===== config.mk =====
export PLATFORM = sky130hd
export DESIGN_NAME = csa_accumulator
export DESIGN_NICKNAME = d
export VERILOG_FILES = /design/src/rtl/csa_pkg.sv /design/src/rtl/csa_ripple4.sv /design/src/rtl/csa_accumulator.sv
export SDC_FILE = /design/constraint.sdc
export NUM_CORES = 1
export LEC_CHECK = 0
export CAP_MARGIN = 5
export CORE_MARGIN = 1
export CORE_UTILIZATION = 47
export CTS_CLUSTER_SIZE = 12
export DETAILED_ROUTE_END_ITERATION = 16
export GPL_ROUTABILITY_DRIVEN = 1
export PLACE_DENSITY = 0.86
export SKIP_CTS_REPAIR_TIMING = 1
export SYNTH_ARGS = -nofsm -noshare
export SYNTH_HDL_FRONTEND = slang
export SYNTH_HIERARCHICAL = 1
export SYNTH_SLANG_ARGS = --single-unit
export TNS_END_PERCENT = 1

===== constraint.sdc =====
create_clock -name clk -period 2.5 [get_ports clk]
set_clock_uncertainty 0.1 [all_clocks]
set_input_delay 0.5 -clock clk [delete_from_list [all_inputs] [get_ports clk]]
set_output_delay 0.5 -clock clk [all_outputs]
set_load 0.05 [all_outputs]

===== src/rtl/csa_pkg.sv =====
// rtl/csa_pkg.sv - shared types and constants for the carry-save accumulator
//
// Purpose: FSM state enumeration and the resolve slice width used by
//          csa_accumulator and csa_ripple4.
// Ports:   none (package)

package csa_pkg;

  // Width of one resolve step; the accumulator is resolved this many bits per cycle.
  localparam int SLICE_W = 4;

  typedef enum logic [1:0] {
    ACC     = 2'd0,
    RESOLVE = 2'd1,
    OUT     = 2'd2
  } csa_state_t;

endpackage


===== src/rtl/csa_ripple4.sv =====
// rtl/csa_ripple4.sv - 4-bit ripple-carry adder slice used to resolve S+C
//
// Purpose: adds one SLICE_W-bit slice of the sum and carry vectors plus a
//          carry-in from the previous (less significant) slice.
// Ports:   a, b  - slice operands
//          cin   - carry from the previous slice
//          sum   - slice result
//          cout  - carry into the next slice

module csa_ripple4
  import csa_pkg::*;
(
  input  logic [SLICE_W-1:0] a,
  input  logic [SLICE_W-1:0] b,
  input  logic               cin,
  output logic [SLICE_W-1:0] sum,
  output logic               cout
);

  logic [SLICE_W:0] c;

  always_comb begin
    sum  = '0;
    c    = '0;
    c[0] = cin;
    for (int i = 0; i < SLICE_W; i++) begin
      sum[i]   = a[i] ^ b[i] ^ c[i];
      c[i + 1] = (a[i] & b[i]) | (a[i] & c[i]) | (b[i] & c[i]);
    end
    cout = c[SLICE_W];
  end

endmodule


===== src/rtl/csa_accumulator.sv =====
// rtl/csa_accumulator.sv - carry-save group accumulator with sliced final resolve
//
// Purpose: accumulates groups of unsigned operands in redundant (sum/carry)
//          form, one operand per cycle, then resolves S+C SLICE_W bits per
//          cycle through a single time-multiplexed csa_ripple4 and presents
//          the group sum with a valid/ready handshake.
// Ports:   clk, rst                       - clock, synchronous active-high reset
//          in_valid/in_ready/in_data/in_last - operand stream, in_last ends a group
//          out_valid/out_ready            - result handshake
//          out_sum                        - group sum modulo 2^ACC_W
//          out_ovf                        - group sum did not fit in ACC_W bits
// Config:  CSA_ACC_OVF_EN - when defined, a sticky overflow flag drives
//          out_ovf; otherwise out_ovf is tied to 0.

module csa_accumulator
  import csa_pkg::*;
#(
  parameter int W     = 4,
  parameter int ACC_W = 8
) (
  input  logic             clk,
  input  logic             rst,
  input  logic             in_valid,
  output logic             in_ready,
  input  logic [W-1:0]     in_data,
  input  logic             in_last,
  output logic             out_valid,
  input  logic             out_ready,
  output logic [ACC_W-1:0] out_sum,
  output logic             out_ovf
);

  localparam int NSL   = ACC_W / SLICE_W;
  localparam int IDX_W = (NSL > 1) ? $clog2(NSL) : 1;
  localparam logic [IDX_W-1:0] LAST_IDX = IDX_W'(NSL - 1);

  csa_state_t state_q, state_d;

  logic [ACC_W-1:0]   s_q, c_q, sum_q;
  logic [ACC_W-1:0]   x, maj;
  logic [IDX_W-1:0]   idx_q;
  logic               carry_q;
  logic               xfer, last_slice;
  logic [SLICE_W-1:0] sl_a, sl_b, sl_sum;
  logic               sl_cout;

  assign in_ready   = (state_q == ACC);
  assign out_valid  = (state_q == OUT);
  assign xfer       = in_valid & in_ready;
  assign x          = ACC_W'(in_data);
  assign maj        = (s_q & c_q) | (s_q & x) | (c_q & x);
  assign last_slice = (idx_q == LAST_IDX);
  assign out_sum    = sum_q;

  // Select the current slice of S and C for the shared adder.
  always_comb begin
    sl_a = '0;
    sl_b = '0;
    for (int i = 0; i < NSL; i++) begin
      if (idx_q == i[IDX_W-1:0]) begin
        sl_a = s_q[i*SLICE_W +: SLICE_W];
        sl_b = c_q[i*SLICE_W +: SLICE_W];
      end
    end
  end

  csa_ripple4 u_ripple4 (
    .a    (sl_a),
    .b    (sl_b),
    .cin  (carry_q),
    .sum  (sl_sum),
    .cout (sl_cout)
  );

  always_ff @(posedge clk) begin
    if (rst) state_q <= ACC;
    else     state_q <= state_d;
  end

  always_comb begin
    state_d = state_q;
    case (state_q)
      ACC:     if (xfer && in_last) state_d = RESOLVE;
      RESOLVE: if (last_slice)      state_d = OUT;
      OUT:     if (out_ready)       state_d = ACC;
      default:                      state_d = ACC;
    endcase
  end

  always_ff @(posedge clk) begin
    if (rst) begin
      s_q     <= '0;
      c_q     <= '0;
      sum_q   <= '0;
      idx_q   <= '0;
      carry_q <= 1'b0;
    end else begin
      case (state_q)
        ACC: begin
          if (xfer) begin
            s_q     <= s_q ^ c_q ^ x;
            c_q     <= maj << 1;
            idx_q   <= '0;
            carry_q <= 1'b0;
          end
        end
        RESOLVE: begin
          for (int i = 0; i < NSL; i++) begin
            if (idx_q == i[IDX_W-1:0]) sum_q[i*SLICE_W +: SLICE_W] <= sl_sum;
          end
          carry_q <= sl_cout;
          idx_q   <= last_slice ? '0 : idx_q + 1'b1;
        end
        OUT: begin
          if (out_ready) begin
            s_q <= '0;
            c_q <= '0;
          end
        end
        default: ;
      endcase
    end
  end

`ifdef CSA_ACC_OVF_EN
  logic ovf_q;

  // Sticky: a carry dropped off the top of C, or a carry out of the top
  // resolve slice, means the true group sum needs more than ACC_W bits.
  always_ff @(posedge clk) begin
    if (rst) begin
      ovf_q <= 1'b0;
    end else begin
      case (state_q)
        ACC:     if (xfer && maj[ACC_W-1])    ovf_q <= 1'b1;
        RESOLVE: if (last_slice && sl_cout)   ovf_q <= 1'b1;
        OUT:     if (out_ready)               ovf_q <= 1'b0;
        default: ;
      endcase
    end
  end

  assign out_ovf = ovf_q;
`else
  assign out_ovf = 1'b0;
`endif

endmodule


**Word level (Yosys, flattened, before mapping)**

Index checks and enable logic that the tools add are counted.

- Add/sub/neg operators: 1
- Multiply operators: 0
- Div/mod/pow operators: 0
- $lt $le $gt $ge: 0
- Eq/ne operators: 6
- Shift-type cells: 0
- Multiplexer cells: 15
- Bitwise logic cells: 37
- Reductions and logical operators: 9

Operator list:

| operator | number |
|---|---|
| case mux 8 bit (2 select lines) | 2 |
| two-way mux 8 bit | 3 |
| bitwise AND 7 x 4 -> 7 bit | 2 |
| bitwise OR 7 bit | 2 |
| bitwise AND 1 bit | 13 |
| two-way mux 4 bit | 2 |
| bitwise OR 1 bit | 8 |
| XOR 1 bit | 8 |
| XOR 8 x 4 -> 8 bit | 1 |
| XOR 8 bit | 1 |
| bitwise AND 7 bit | 1 |
| two-way mux 2 bit | 3 |
| != test 2 x 1 -> 1 bit (second input constant) | 3 |
| case mux 2 bit (3 select lines) | 1 |
| AND reduction 2 bit | 3 |
| AND reduction 3 bit | 2 |
| case mux 1 bit (2 select lines) | 2 |
| nonzero test 2 bit | 2 |
| == test 2 x 1 -> 1 bit (second input constant) | 1 |
| == test 2 bit (second input constant) | 1 |
| zero test 2 bit | 1 |
| two-way mux 1 bit | 2 |
| != test 2 bit (second input constant) | 1 |
| adder 1 bit (second input constant) | 1 |
| 2 further kinds | 2 |

- Bits in registers: 28
- Latch bits: 0
- RAM bits: 0
- Memory bits (read-only): 0
- Output and inout port bits: 11
- Memories: 0

**Logic depth before layout (Yosys ltp)**

Gate-level depths: netlist (run 1).

- Depth in word-level cells: 14
- Gate-level depth with buffers: 12

**Cells and area by module**

The synthesis (run 1) kept the hierarchy.

By module, submodules not included:

| module | times used | cells an instance | area each (sq um) |
|---|---|---|---|
| csa_accumulator | 1 | 111 | 1222.4 |
| csa_ripple4 | 1 | 14 | 117.6 |

**Worst setup path after synthesis (run 1)**

No wires, ideal clock.

- Path kind: reg-to-reg
- Start point: reg idx_q
- End point: reg sum_q[3], in the netlist out_sum[3]
- Setup time: 65 ps
- Arrival time: 2490 ps
- Required time: 2335 ps
- Setup slack: -155 ps
- Cell stages (with the launch flop): 10
- Path buffers: 1
- Path through: dfxtp_1 -> clkbuf_1 -> mux2_2 -> fa_1 -> fa_1 -> inv_1 -> fa_1 -> inv_1 -> mux2i_1 -> nor2_1

- Elaborated cells on any way between the ends: 21
- Those cells by class: 2 x mux; 18 x bitwise; 1 x reduce/logical

RTL lines:

| item | line | RTL |
|---|---|---|
| start: declaration | csa_accumulator.sv:41 | `logic [IDX_W-1:0] idx_q;` |
| start signal: assignment | csa_accumulator.sv:112 | `idx_q <= last_slice ? '0 : idx_q + 1'b1;` |
| two-way mux 4 bit (*) | csa_accumulator.sv:60 | `if (idx_q == i[IDX_W-1:0]) begin` |
| net sl_a[1] | csa_accumulator.sv:44 | `logic [SLICE_W-1:0] sl_a, sl_b, sl_sum;` |
| bitwise AND 1 bit | csa_ripple4.sv:28 | `c[i + 1] = (a[i] & b[i]) \| (a[i] & c[i]) \| (b[i] & c[i]);` |
| bitwise OR 1 bit (*) (2 in series) | csa_ripple4.sv:28 |  |
| bitwise AND 1 bit | csa_ripple4.sv:28 |  |
| bitwise OR 1 bit | csa_ripple4.sv:28 |  |
| bitwise OR 1 bit (*) | csa_ripple4.sv:28 |  |
| XOR 1 bit (*) | csa_ripple4.sv:27 | `sum[i] = a[i] ^ b[i] ^ c[i];` |
| net sl_sum[3] | csa_accumulator.sv:44 |  |
| end signal: indexed assignment | csa_accumulator.sv:109 | `if (idx_q == i[IDX_W-1:0]) sum_q[i*SLICE_W +: SLICE_W] <= sl_sum;` |
| end: declaration | csa_accumulator.sv:39 | `logic [ACC_W-1:0] s_q, c_q, sum_q;` |

Mark *: on every way through the listed nets, which the timed path passes. The rest lies on a longest branch.
A chain may end at the register's enable or synchronous reset.

**Worst setup path in the final report (run 1)**

- Start point: reg idx_q
- End point: reg sum_q[7], in the netlist out_sum[7]

- Longest elaborated chain between the ends: 11
- Elaborated cells on any way between the ends: 20
- Those cells by class: 2 x mux; 17 x bitwise; 1 x reduce/logical

RTL lines:

| item | line |
|---|---|
| two-way mux 4 bit (*) | csa_accumulator.sv:60 |
| net sl_a[0] | csa_accumulator.sv:44 |
| bitwise AND 1 bit | csa_ripple4.sv:28 |
| bitwise OR 1 bit (*) (2 in series) | csa_ripple4.sv:28 |
| bitwise AND 1 bit | csa_ripple4.sv:28 |
| bitwise OR 1 bit | csa_ripple4.sv:28 |
| bitwise OR 1 bit (*) | csa_ripple4.sv:28 |
| bitwise AND 1 bit | csa_ripple4.sv:28 |
| bitwise OR 1 bit | csa_ripple4.sv:28 |
| bitwise OR 1 bit (*) | csa_ripple4.sv:28 |
| XOR 1 bit (*) | csa_ripple4.sv:27 |
| net sl_sum[3] | csa_accumulator.sv:44 |

Marked as above.

==> impl_metrics.yaml, run 1 <==
floorplanning:
  die_area_mm2: 0.00307
  die_x_um: 55.4
  fp-row-count: 18
  die_h_um: 55.4
  start_util_pct: 51.7
  ios: 20
  core_mm2: 0.00259
clock_tree:
  cts_buffers: 3
  clockBufferDepth: 2
  cts_tree: "built"
  cts_htree_levels: 1
  clkTransAtPathRegs_ns: 0.15
  clock_sinks: 27
  root_buffer: "clkbuf_4"
  clock_latency_ns: 0.34
outcome:
  violations: "negative setup slack"
  status: "finished with violations"
global_routing:
  grt_first_pass_wirelength_mm: 4.55
  grt_pass1_vias: 972
  antenna_found_initial: 0
  grtUsageTotal_pct: 19.1
  grt_max_degree: 17
  grt_overflow: 0
placement:
  dpl-instance-area_mm2: 0.00154
  portBuffers: 18
  dp_slack_ns: -0.114
  place_congestion: 0.754
  dpl.hpwl_mm: 1.99
power:
  seqPwrFrac_pct: 58.0
  clkPwrFrac_pct: 24.9
  p_sw_mw: 0.223
  ir_drop_mv: 0.477
  cellLeakagePower_nw: 0.696
  total_power_mw: 0.789
  combinationalPowerShare_pct: 17.2
  power_density_mw_per_mm2: 497
  swShare_pct: 28.2
  p_int_mw: 0.566
routing:
  vias_per_cell: 5.47
  vias: 951
  post-route-drc-count: 0
  ant_nets: 0
  wire_per_inst_um: 15.2
  drt_iter0_drc: 41
  wirelength_mm: 2.65
  first_pass_iters: 4
critical_path:
  cp.arrival_ns: 2.73
  crit_family: "adder cells"
  crit_fanout: 2
  slowest_delay_ns: 0.39
  rrSetupSlack_ns: -0.04
  worst_setup_path_start_kind: "flop"
  path_class: "reg2reg"
  path_cells: "mux2_4, inv_2, fa_2, inv_2, fa_2, fa_2, inv_2, fa_1, inv_1, mux2i_1, nor2_1"
  end_kind: "flop"
  slowest_stage: "fa_1"
  cp.required_ns: 2.69
  crit_buf_inv: 4
logic_synthesis:
  syn_avg_cell_area_um2: 10.7
  syn-num-nets: 145
  ys_ff_latch: 27
  ys.flop_type: "dfxtp_1"
  synth_warnings: 6
  async_flop_share_pct: 0
  synth-edff-count: 0
  synthCells: 125
  seq_area_frac_synth_pct: 40.3
  yosysUniqueCellTypes: 30
  synth_area_mm2: 0.00134
job:
  maxCapViolCount: 0
timing:
  rsz0062_at_grt: "true"
  timing.fmax_mhz: 394
  finalMaxSlewViolations: 0
  relSlewSlack_pct: 63.3
  final.min_clock_period_ns: 2.54
  fin_ws_ns: -0.0353
  hold_violations: 0
  min_period_over_period_pct: 101
  tns_ns: -0.0561
  setup_viol: 2
  worstMarginPinSlew_ns: 0.548
worst_hold_path:
  hold_path_class: "reg2reg"
final_layout:
  nNetsFinal: 165
  n_antenna_cell: 0
  finalInstanceArea_mm2: 0.00159
  drive_above_1_share_pct: 23.6
  area_growth_pct: 18.3
==> placed cells by master (no fill, tap or decap), types with 3 or more instances in the layout <==
cell,instances
fa_2,3
a22o_1,4
nor2_1,13
clkdlybuf4s50_1,16
nand3b_1,4
mux2_2,4
dfxtp_1,26
ha_1,4
buf_4,5
inv_2,4
a22o_2,8
inv_1,11
nand2_1,3
fa_1,4
clkbuf_4,3
mux2i_1,9
==> power groups by stage <==
stage	clock [mW]	sequential [mW]	combinational, mW
after floorplan	0	0.469	0.0886
after global placement	0	0.466	0.128
after detailed placement	0	0.466	0.133
after CTS	0.199	0.457	0.134
after global routing	0.218	0.460	0.149
final	0.196	0.457	0.135
==> sequential cells by signal, summed over array words and instances, names as in the netlist <==
signal and count:
s_q 8, state_q 2, out_sum 8, idx_q 1, c_q 7, carry_q 1
==> metal layers <==
metal  part of all wire [%]  wire length [µm]  GRT usage [%]  up-vias
met5                      0                 0              0        -
met4                    1.3                34           7.50        0
met3                    2.7                71           5.15        4
met2                     53              1410           33.2       15
met1                     43              1140           22.2      474
li1                       -                 -              -      458
==> final cells by class <==
cell class / instances / area (µm²)
Clock inverter: 1 / 5.00
Inverter: 15 / 56.3
Clock buffer: 3 / 22.5
Sequential cell: 27 / 542
Tap cell: 30 / 37.5
Timing Repair Buffer: 23 / 223
Fill cell: 219 / 1000
Multi-Input combinational cell: 75 / 699
==> cells in the mapped netlist (3+ instances only) <==
library cell  count  area share, %
nand2_1           3           0.84
a22o_2            8            6.0
a22o_1            4            2.6
ha_1              4            3.7
nand3b_1          4            2.2
mux2i_1           9            6.7
mux2_2            5            4.2
inv_1            15            4.2
dfxtp_1          27             40
nor2_1           13            3.6
fa_1              7             10
==> cells by family (layout without fill, tap and decap cells) <==
| kind of cell | after synthesis | after routing | synth area share (%) |
|---|---|---|---|
| other cells | 1 | 1 | 0.280 |
| buf+inv | 23 | 42 | 8.31 |
| mux | 15 | 15 | 12.0 |
| simple gates | 26 | 26 | 10.6 |
| flops | 27 | 27 | 40.3 |
| fa+ha+maj | 11 | 11 | 14.2 |
| compound gates | 22 | 22 | 14.3 |
==> path summary, 6_finish.rpt <==
| kind | start | endpoint | cells after the start |
|---|---|---|---|
| max | idx_q | out_sum[7] | 11 |
| min | s_q[3] | s_q[3] | 1 |
| max reg2reg | idx_q | out_sum[7] | 11 |
| min reg2reg | s_q[3] | s_q[3] | 1 |
==> through the flow <==
stage	hold slack [ns]	utilization, %	instances
3_5_place_dp	0.355	59.5	170
3_3_place_gp	0.345	59.5	170
5_1_grt	0.411	61.2	174
6_report	0.385	61.2	174
4_1_cts	0.382	60.6	174
2_1_floorplan	0.332	-	125
Note: power is estimated with default switching activity, not from simulation.
==> inputs of run 2 (changes only) <==
--- a/config.mk
+++ b/config.mk
@@ -12,6 +12,7 @@
 export DETAILED_ROUTE_END_ITERATION = 16
 export GPL_ROUTABILITY_DRIVEN = 1
 export PLACE_DENSITY = 0.86
+export REMOVE_ABC_BUFFERS = 1
 export SKIP_CTS_REPAIR_TIMING = 1
 export SYNTH_ARGS = -nofsm -noshare
 export SYNTH_HDL_FRONTEND = slang
==> run 2 against run 1 <==
Against the previous run:
- the run still ends with negative setup slack left
- critical endpoint unchanged
- clock power decreased by 5%
- hold slack got worse by 0.0030 ns
- wire length shrank 2.4%
- critical path depth is the same
- sequential power hardly changed
- first-iteration DRC count down 49%
- global-route usage barely moved
==> impl_metrics.yaml, run 2 (synthesis results as in run 1) <==
routing:
  vias_per_cell: 5.41
  drt_iter0_drc: 21
  post-route-drc-count: 0
  ant_nets: 0
  wire_per_inst_um: 15.0
  vias: 936
  first_pass_iters: 4
  wirelength_mm: 2.59
placement:
  portBuffers: 18
  place_congestion: 0.805
  place_inst: 169
  dp_slack_ns: -0.134
  dpl.hpwl_mm: 2.01
critical_path:
  crit_fanout: 2
  worst_setup_path_start_kind: "flop"
  end_kind: "flop"
  slowest_delay_ns: 0.42
  crit_top_cell: "inv_2"
  cp.arrival_ns: 2.72
  cp.required_ns: 2.66
  path_class: "reg2reg"
  crit_buf_inv: 4
  path_cells: "mux2_2, inv_2, fa_1, inv_1, fa_2, fa_2, inv_2, fa_1, inv_2, mux2i_1, nor2_1"
  crit_family: "adder cells"
  slowest_stage: "fa_1"
clock_tree:
  clockBufferDepth: 2
  root_buffer: "clkbuf_4"
  clkTransAtPathRegs_ns: 0.14
  cts_tree: "built"
  cts_htree_levels: 1
  clock_latency_ns: 0.33
  clock_sinks: 27
  cts_buffers: 3
timing:
  final.min_clock_period_ns: 2.55
  setup_viol: 2
  worstMarginPinSlew_ns: 1.11
  min_period_over_period_pct: 102
  rsz0062_at_grt: "true"
  timing.fmax_mhz: 392
  finalMaxSlewViolations: 0
  relSlewSlack_pct: 25.5
  hold_violations: 0
  fin_ws_ns: -0.0542
final_layout:
  layout_common_cells: "dfxtp_1 (26), clkdlybuf4s50_1 (16), nor2_1 (13)"
  area_growth_pct: 17.2
  n_antenna_cell: 0
  final_common_cell: "dfxtp_1"
  drive_above_1_share_pct: 21.0
  stdcell_count: 173
  n_fill_cell: 201
  nNetsFinal: 164
floorplanning:
  fp-row-count: 18
  die_h_um: 55.4
  die_area_mm2: 0.00307
  start_util_pct: 51.7
  ios: 20
  core_mm2: 0.00259
  die_x_um: 55.4
global_routing:
  met1_usage_pct: 23.6
  grt_overflow: 0
  grtUsageMet2_pct: 31.8
  grt_pass1_vias: 1012
  grt_first_pass_wirelength_mm: 4.56
  grtUsageTotal_pct: 19.1
  gr-usage-met3_pct: 2.58
  busiest_layer: "met2"
  antenna_found_initial: 0
  grt_max_degree: 17
power:
  power_density_mw_per_mm2: 494
  ir_drop_mv: 0.332
  cellLeakagePower_nw: 0.685
job:
  maxCapViolCount: 0
outcome:
  status: "finished with violations"
  violations: "negative setup slack"
worst_hold_path:
  hold_path_class: "reg2reg"
==> run 2: cell count changes in the layout (fill, tap and decap cells not counted), sizes merged <==
cell,previous run,this run
buf,5,4
clkbuf,3,4
clkinv,1,0
==> run 2: routing by layer <==
metal / vias to the layer above / part of all wire, %
li1: 458 / -
met2: 12 / 53
met5: - / 0
met1: 462 / 43
met3: 4 / 1.9
met4: 0 / 1.7
==> run 2: metrics by stage <==
step	util, %	cell area [µm²]	hold slack, ns	TNS [ns]	power [mW]
6_report	60.6	1570	0.382	-0.100	0.775
5_1_grt	60.6	1570	0.412	-0.269	0.815
4_1_cts	60.2	1560	0.381	-0.367	0.787
3_5_place_dp	59.2	1530	0.349	-0.265	0.598
3_3_place_gp	59.2	1530	0.344	-0.0266	0.591
2_1_floorplan	-	1280	0.332	-0.471	0.546
==> run 2: final cells by class <==
cell class / instances / area [µm²] / area share (%)
flip-flops and latches: 27 / 542 / 34.5
clock buffers: 4 / 26.3 / 1.67
repair buffers: 22 / 215 / 13.7
inverters: 15 / 56.3 / 3.59
well taps: 30 / 37.5 / 2.39
multi-input cells: 75 / 693 / 44.1
==> run 2: where the power goes <==
group	switching, mW	internal (mW)
registers	0.0127	0.444
logic	0.0730	0.0596
clock network	0.123	0.0626
total	0.209	0.566
==> run 2: path summary, 6_finish.rpt <==
kind | endpoint | cells past startpoint | from | slack [ns]
max | out_sum[7] | 11 | idx_q | -0.05
min | s_q[3] | 1 | s_q[3] | 0.38
max reg2reg | out_sum[7] | 11 | idx_q | -0.05
min reg2reg | s_q[3] | 1 | s_q[3] | 0.38
==> run 2: worst reg2reg max path, cell delays in order (launching register included) <==
cell and delay, ns:
dfxtp_2 0.35, mux2_2 0.33, inv_2 0.06, fa_1 0.16, inv_1 0.05, fa_2 0.35, fa_2 0.35, inv_2 0.06
fa_1 0.42, inv_2 0.07, mux2i_1 0.06, nor2_1 0.12
==> inputs of run 3 (changes only) <==
--- a/config.mk
+++ b/config.mk
@@ -8,7 +8,7 @@
 export CAP_MARGIN = 5
 export CORE_MARGIN = 1
 export CORE_UTILIZATION = 47
-export CTS_CLUSTER_SIZE = 12
+export CTS_CLUSTER_SIZE = 8
 export DETAILED_ROUTE_END_ITERATION = 16
 export GPL_ROUTABILITY_DRIVEN = 1
 export PLACE_DENSITY = 0.86
==> constraint.sdc (replaced) <==
create_clock -name clk -period 2.5 [get_ports clk]
set_clock_uncertainty 0.1 [all_clocks]
set_input_delay 0.375 -clock clk [delete_from_list [all_inputs] [get_ports clk]]
set_output_delay 0.375 -clock clk [all_outputs]
set_load 0.05 [all_outputs]
==> run 3 against run 2 <==
Against the previous run:
- the flow still finishes with violations (negative setup slack)
- core utilization down 0.19 points
- cell area decreased by 0.32%
- die area did not move
- fmax about the same
- sequential power about the same
- critical endpoint unchanged
- largest cell class unchanged
- highest routed layer unchanged
==> impl_metrics.yaml, run 3 (synthesis results as in run 1) <==
outcome:
  status: "finished with violations"
  violations: "negative setup slack"
global_routing:
  grtUsageTotal_pct: 19.1
  grt_overflow: 0
  grt_max_degree: 17
  antenna_found_initial: 0
  grt_pass1_vias: 1012
  grt_first_pass_wirelength_mm: 4.56
final_layout:
  n_antenna_cell: 0
  drive_above_1_share_pct: 21.0
  n_fill_cell: 203
  nNetsFinal: 164
  area_growth_pct: 16.8
  layout_common_cells: "dfxtp_1 (26), clkdlybuf4s50_1 (18), nor2_1 (13)"
  fin_util_pct: 60.4
  final_common_cell: "dfxtp_1"
job:
  maxCapViolCount: 0
worst_hold_path:
  holdCritStartpoint: "s_q[3]"
  hold_path_class: "reg2reg"
  min_path_cells: 1
  whs_endpoint: "s_q[3]"
timing:
  fin_ws_ns: -0.0544
  finalMaxSlewViolations: 0
  hold_violations: 0
  holdWs_ns: 0.380
  relSlewSlack_pct: 25.4
  worstMarginPinSlew_ns: 1.12
  setup_viol: 2
  rsz0062_at_grt: "true"
  min_period_over_period_pct: 102
  final.min_clock_period_ns: 2.55
  timing.fmax_mhz: 391
critical_path:
  crit_top_cell: "inv_2"
  cp.required_ns: 2.67
  reg2reg_from: "idx_q"
  slowest_delay_ns: 0.42
  path_cells: "mux2_2, inv_2, fa_1, inv_1, fa_2, fa_2, inv_2, fa_1, inv_2, mux2i_1, nor2_1"
  rr_worst_depth: 11
  r2r-end: "out_sum[7]"
  slowest_stage: "fa_1"
  path_class: "reg2reg"
  crit_fanout: 2
  cp.arrival_ns: 2.72
  end_kind: "flop"
  worst_setup_path_start_kind: "flop"
  rrSetupSlack_ns: -0.05
floorplanning:
  die_x_um: 55.4
  die_area_mm2: 0.00307
  ios: 20
  start_util_pct: 51.7
  core_mm2: 0.00259
  fp-row-count: 18
  die_h_um: 55.4
routing:
  vias: 940
  wirelength_mm: 2.59
  vias_per_cell: 5.43
  drt_iter0_drc: 21
  wire_per_inst_um: 15.0
  ant_nets: 0
  post-route-drc-count: 0
  first_pass_iters: 4
clock_tree:
  clock_latency_ns: 0.33
  cts_tree: "built"
  clockBufferDepth: 2
  clock_sinks: 27
  cts_buffers: 3
  root_buffer: "clkbuf_4"
  clkTransAtPathRegs_ns: 0.14
  cts_htree_levels: 1
power:
  cellLeakagePower_nw: 0.663
  ir_drop_mv: 0.332
  power_density_mw_per_mm2: 497
placement:
  portBuffers: 18
  dpl.hpwl_mm: 2.01
  place_congestion: 0.805
## run 3: changes by cell type in the layout (fill, tap and decap cells not counted), sizes merged
| cell | change |
|---|---|
| dlymetal6s2s | -2 |
| clkdlybuf4s50 | +2 |
## run 3: worst max path at each step
stage,endpoint,startpoint,slack (ns),cells after the start
3_3_place_gp,out_sum[3],idx_q,-0.02,11
6_report,out_sum[7],idx_q,-0.05,11
5_1_grt,out_sum[7],idx_q,-0.17,11
3_5_place_dp,out_sum[3],idx_q,-0.13,11
4_1_cts,out_sum[3],idx_q,-0.18,11
2_1_floorplan,out_sum[3],idx_q,-0.21,11
## run 3: report_power, final
group / internal, mW / switching (mW) / total (mW)
registers: 0.444 / 0.0126 / 0.457
logic: 0.0597 / 0.0731 / 0.133
clock network: 0.0626 / 0.125 / 0.188
## run 3: worst max-delay path, delay by kind of cell, from the launching register on
kind	cells	cell delay [ns]
adders and majority gates	4	1.28
muxes	2	0.39
buffers and inverters	4	0.24
DFF	1	0.35
and+or+nand+nor	1	0.12
## run 3: area by class of cell
class	instances	area, µm²	share of cell area [%]
Clock buffer	4	26.3	1.68
Inverter	15	56.3	3.60
Multi-Input combinational cell	75	693	44.3
Sequential cell	27	542	34.6
Tap cell	30	37.5	2.40
Timing Repair Buffer	22	210	13.4
## run 3: through the flow
step | power (mW) | cells | cell area [µm²] | setup WS, ns | TNS, ns
2_1_floorplan | 0.546 | 117 | 1280 | -0.214 | -0.471
3_3_place_gp | 0.591 | 169 | 1530 | -0.0198 | -0.0266
5_1_grt | 0.815 | 173 | 1570 | -0.167 | -0.269
4_1_cts | 0.787 | 173 | 1560 | -0.179 | -0.353
3_5_place_dp | 0.598 | 169 | 1530 | -0.134 | -0.265
6_report | 0.778 | 173 | 1570 | -0.0544 | -0.100
## run 3: routing by layer
layer  track usage [%]  wire length, µm
met1              23.6             1120
met4              11.1               48
met3              2.58               37
met5                 0                0
met2              31.8             1380
==> RTL change: new RTL, flow settings as in run 1 <==
Add a define of `CSA_ACC_OVF_EN`.
--- a/src/rtl/csa_accumulator.sv
+++ b/src/rtl/csa_accumulator.sv
@@ -13,2 +13,4 @@
 //          out_ovf; otherwise out_ovf is tied to 0.
+
+`define CSA_ACC_OVF_EN
 
Behaviour: no difference found for any inputs over 4 cycles, from zero or initial values and one cycle with rst high; that may be too few to reach the edited logic, so the function may still have changed.
==> RTL change against run 1 <==
The run still ends with setup timing left. Global-route usage decreased by 3.3 points. Sequential cell count rose by 1. Worst setup slack got worse by 0.059 ns. Area after synthesis increased by 1.7%. Worst hold slack improved by 0.036 ns. Total power increased by 4.7%. Final area grew 4.6%. Clock power grew 12%. Routed wire length decreased by 10%. Count of clock-buffer cells in the layout is 1 higher.
==> RTL change: results (changes against run 1) <==
Run status
  – Status: complete, but fails checks
  – Failing checks: setup timing

Power
  – Power share of the sequential group: 0.574 (-0.006)
  – Sw Ratio: 0.255 (-0.0269)
  – Power per cell area: 498 nW/µm² (about the same)
  – Pleak: 0.717 nW (+3.0%)
  – Worst VDD drop: 346 µV (-28%)

Yosys
  – Synthesized net count: 139 (-4.1%)
  – Distinct cells, synth: 29 (-3.3%)
  – Post-Synth Adder-Cell Area: 0.149 (+0.00684)
  – Register area share after synthesis: 0.411 (+0.00803)
  – Largest cells by area after synthesis: dfxtp_1 (41%), fa_1 (10%), a22o_2 (8.1%)
  – Synth top cells by count: dfxtp_1 (28), inv_1 (12), nor2_1 (12)
  – Multiplexer area fraction after synthesis: 0.128 (+0.00719)
  – Synth Area in Compound Gates: 0.156 (+0.0132)
  – Most common flop cell mapped by yosys: dfxtp_1

Global route
  – Grt met3 use: 0.0372 (-0.0143)
  – Grt met2 use: 0.272 (-0.0602)
  – Largest net degree at the start of global routing: 16 (-1)
  – Vias in the first global route: 921 (-5.2%)
  – First-pass GRT wire length: 3.99 mm (-12%)
  – Overall global routing resource usage: 0.158 (-0.0331)
  – GR Util met1: 0.204 (-0.0179)

Placed design
  – Place WS: -0.0880 ns (+0.0264 ns)
  – Placed Area: 1600 µm² (+3.7%)
  – GP Congestion: 0.777 (+3.1%)
  – Port bufs: 19 (+1)
  – Dpl hpwl: 1.77 mm (-11%)

Cells and area
  – Area of the multi-input gates: 741 µm² (+5.9%)
  – Layout cells sized above 1: 0.333 (+0.0972)
  – N_diodes: 0 (unchanged)
  – Nets: 163 (-1.2%)
  – Filler Cells Inserted: 226 (+3.2%)

Timing
  – Worst-Margin Slew: 0.494 ns (-0.0540 ns)
  – Final setup margin: -0.0946 ns (-0.0593 ns)
  – Setup Viol. Count Final: 3 (+1)
  – Hold slack: 0.421 ns (+0.0360 ns)

Routing
  – Met3 WL post-DR: 86 µm (+21%)
  – WL met1: 1.10 mm (-2.8%)
  – Via count: 892 (-6.2%)
  – Met2 WL: 1.17 mm (-17%)
  – DR iter-0 viols: 12 (-71%)
  – Wire per inst: 13.8 µm (-9.4%)

Hold path
  – Hold Crit Endpoint: out_sum[0]
  – Hold depth: 2 (+1)
  – Hold Path Origin: out_sum[0]

Clock network
  – Reg clk slew, reported paths: 0.15 ns (about the same)
  – CTS Buf Count: 3 (unchanged)
  – CTS H-Tree Depth: 1 (unchanged)

Critical path
  – Worst-path fanout max: 4 (+2)
  – Reg-to-reg critical path endpoint: out_sum[3]
  – Crit-path max cell delay: 0.43 ns (+0.04 ns)
  – Slowest cell on the critical path: fa_2
[RTL change: changes by cell type after synthesis, sizes merged, moves of 2 or more]
cell	run 1	this run
a22o	12	15
inv	15	12
mux2	6	8
nand2	3	0
nand3b	4	1
o21ai	2	0
o2bb2ai	2	0
[RTL change: layout make-up]
| class | count | area share |
|---|---|---|
| sequential | 28 | 0.340 |
| inverter | 12 | 0.0272 |
| clock buffer | 4 | 0.0219 |
| timing repair buffer | 25 | 0.140 |
| tap | 31 | 0.0234 |
| multi-input combinational | 72 | 0.447 |
[RTL change: through the flow]
step / cells / TNS [ns]
3_3_place_gp: 168 / 0
6_report: 172 / -0.225
5_1_grt: 172 / -0.476
2_1_floorplan: 118 / -0.0772
4_1_cts: 172 / -0.228
3_5_place_dp: 168 / -0.120
[RTL change: critical path, delay by kind of cell, from the launching register on]
kind | cells | cell delay, ns
fa+ha+maj | 4 | 1.32
buf+inv | 4 | 0.23
flops | 1 | 0.40
mux | 2 | 0.36
simple gates | 1 | 0.12
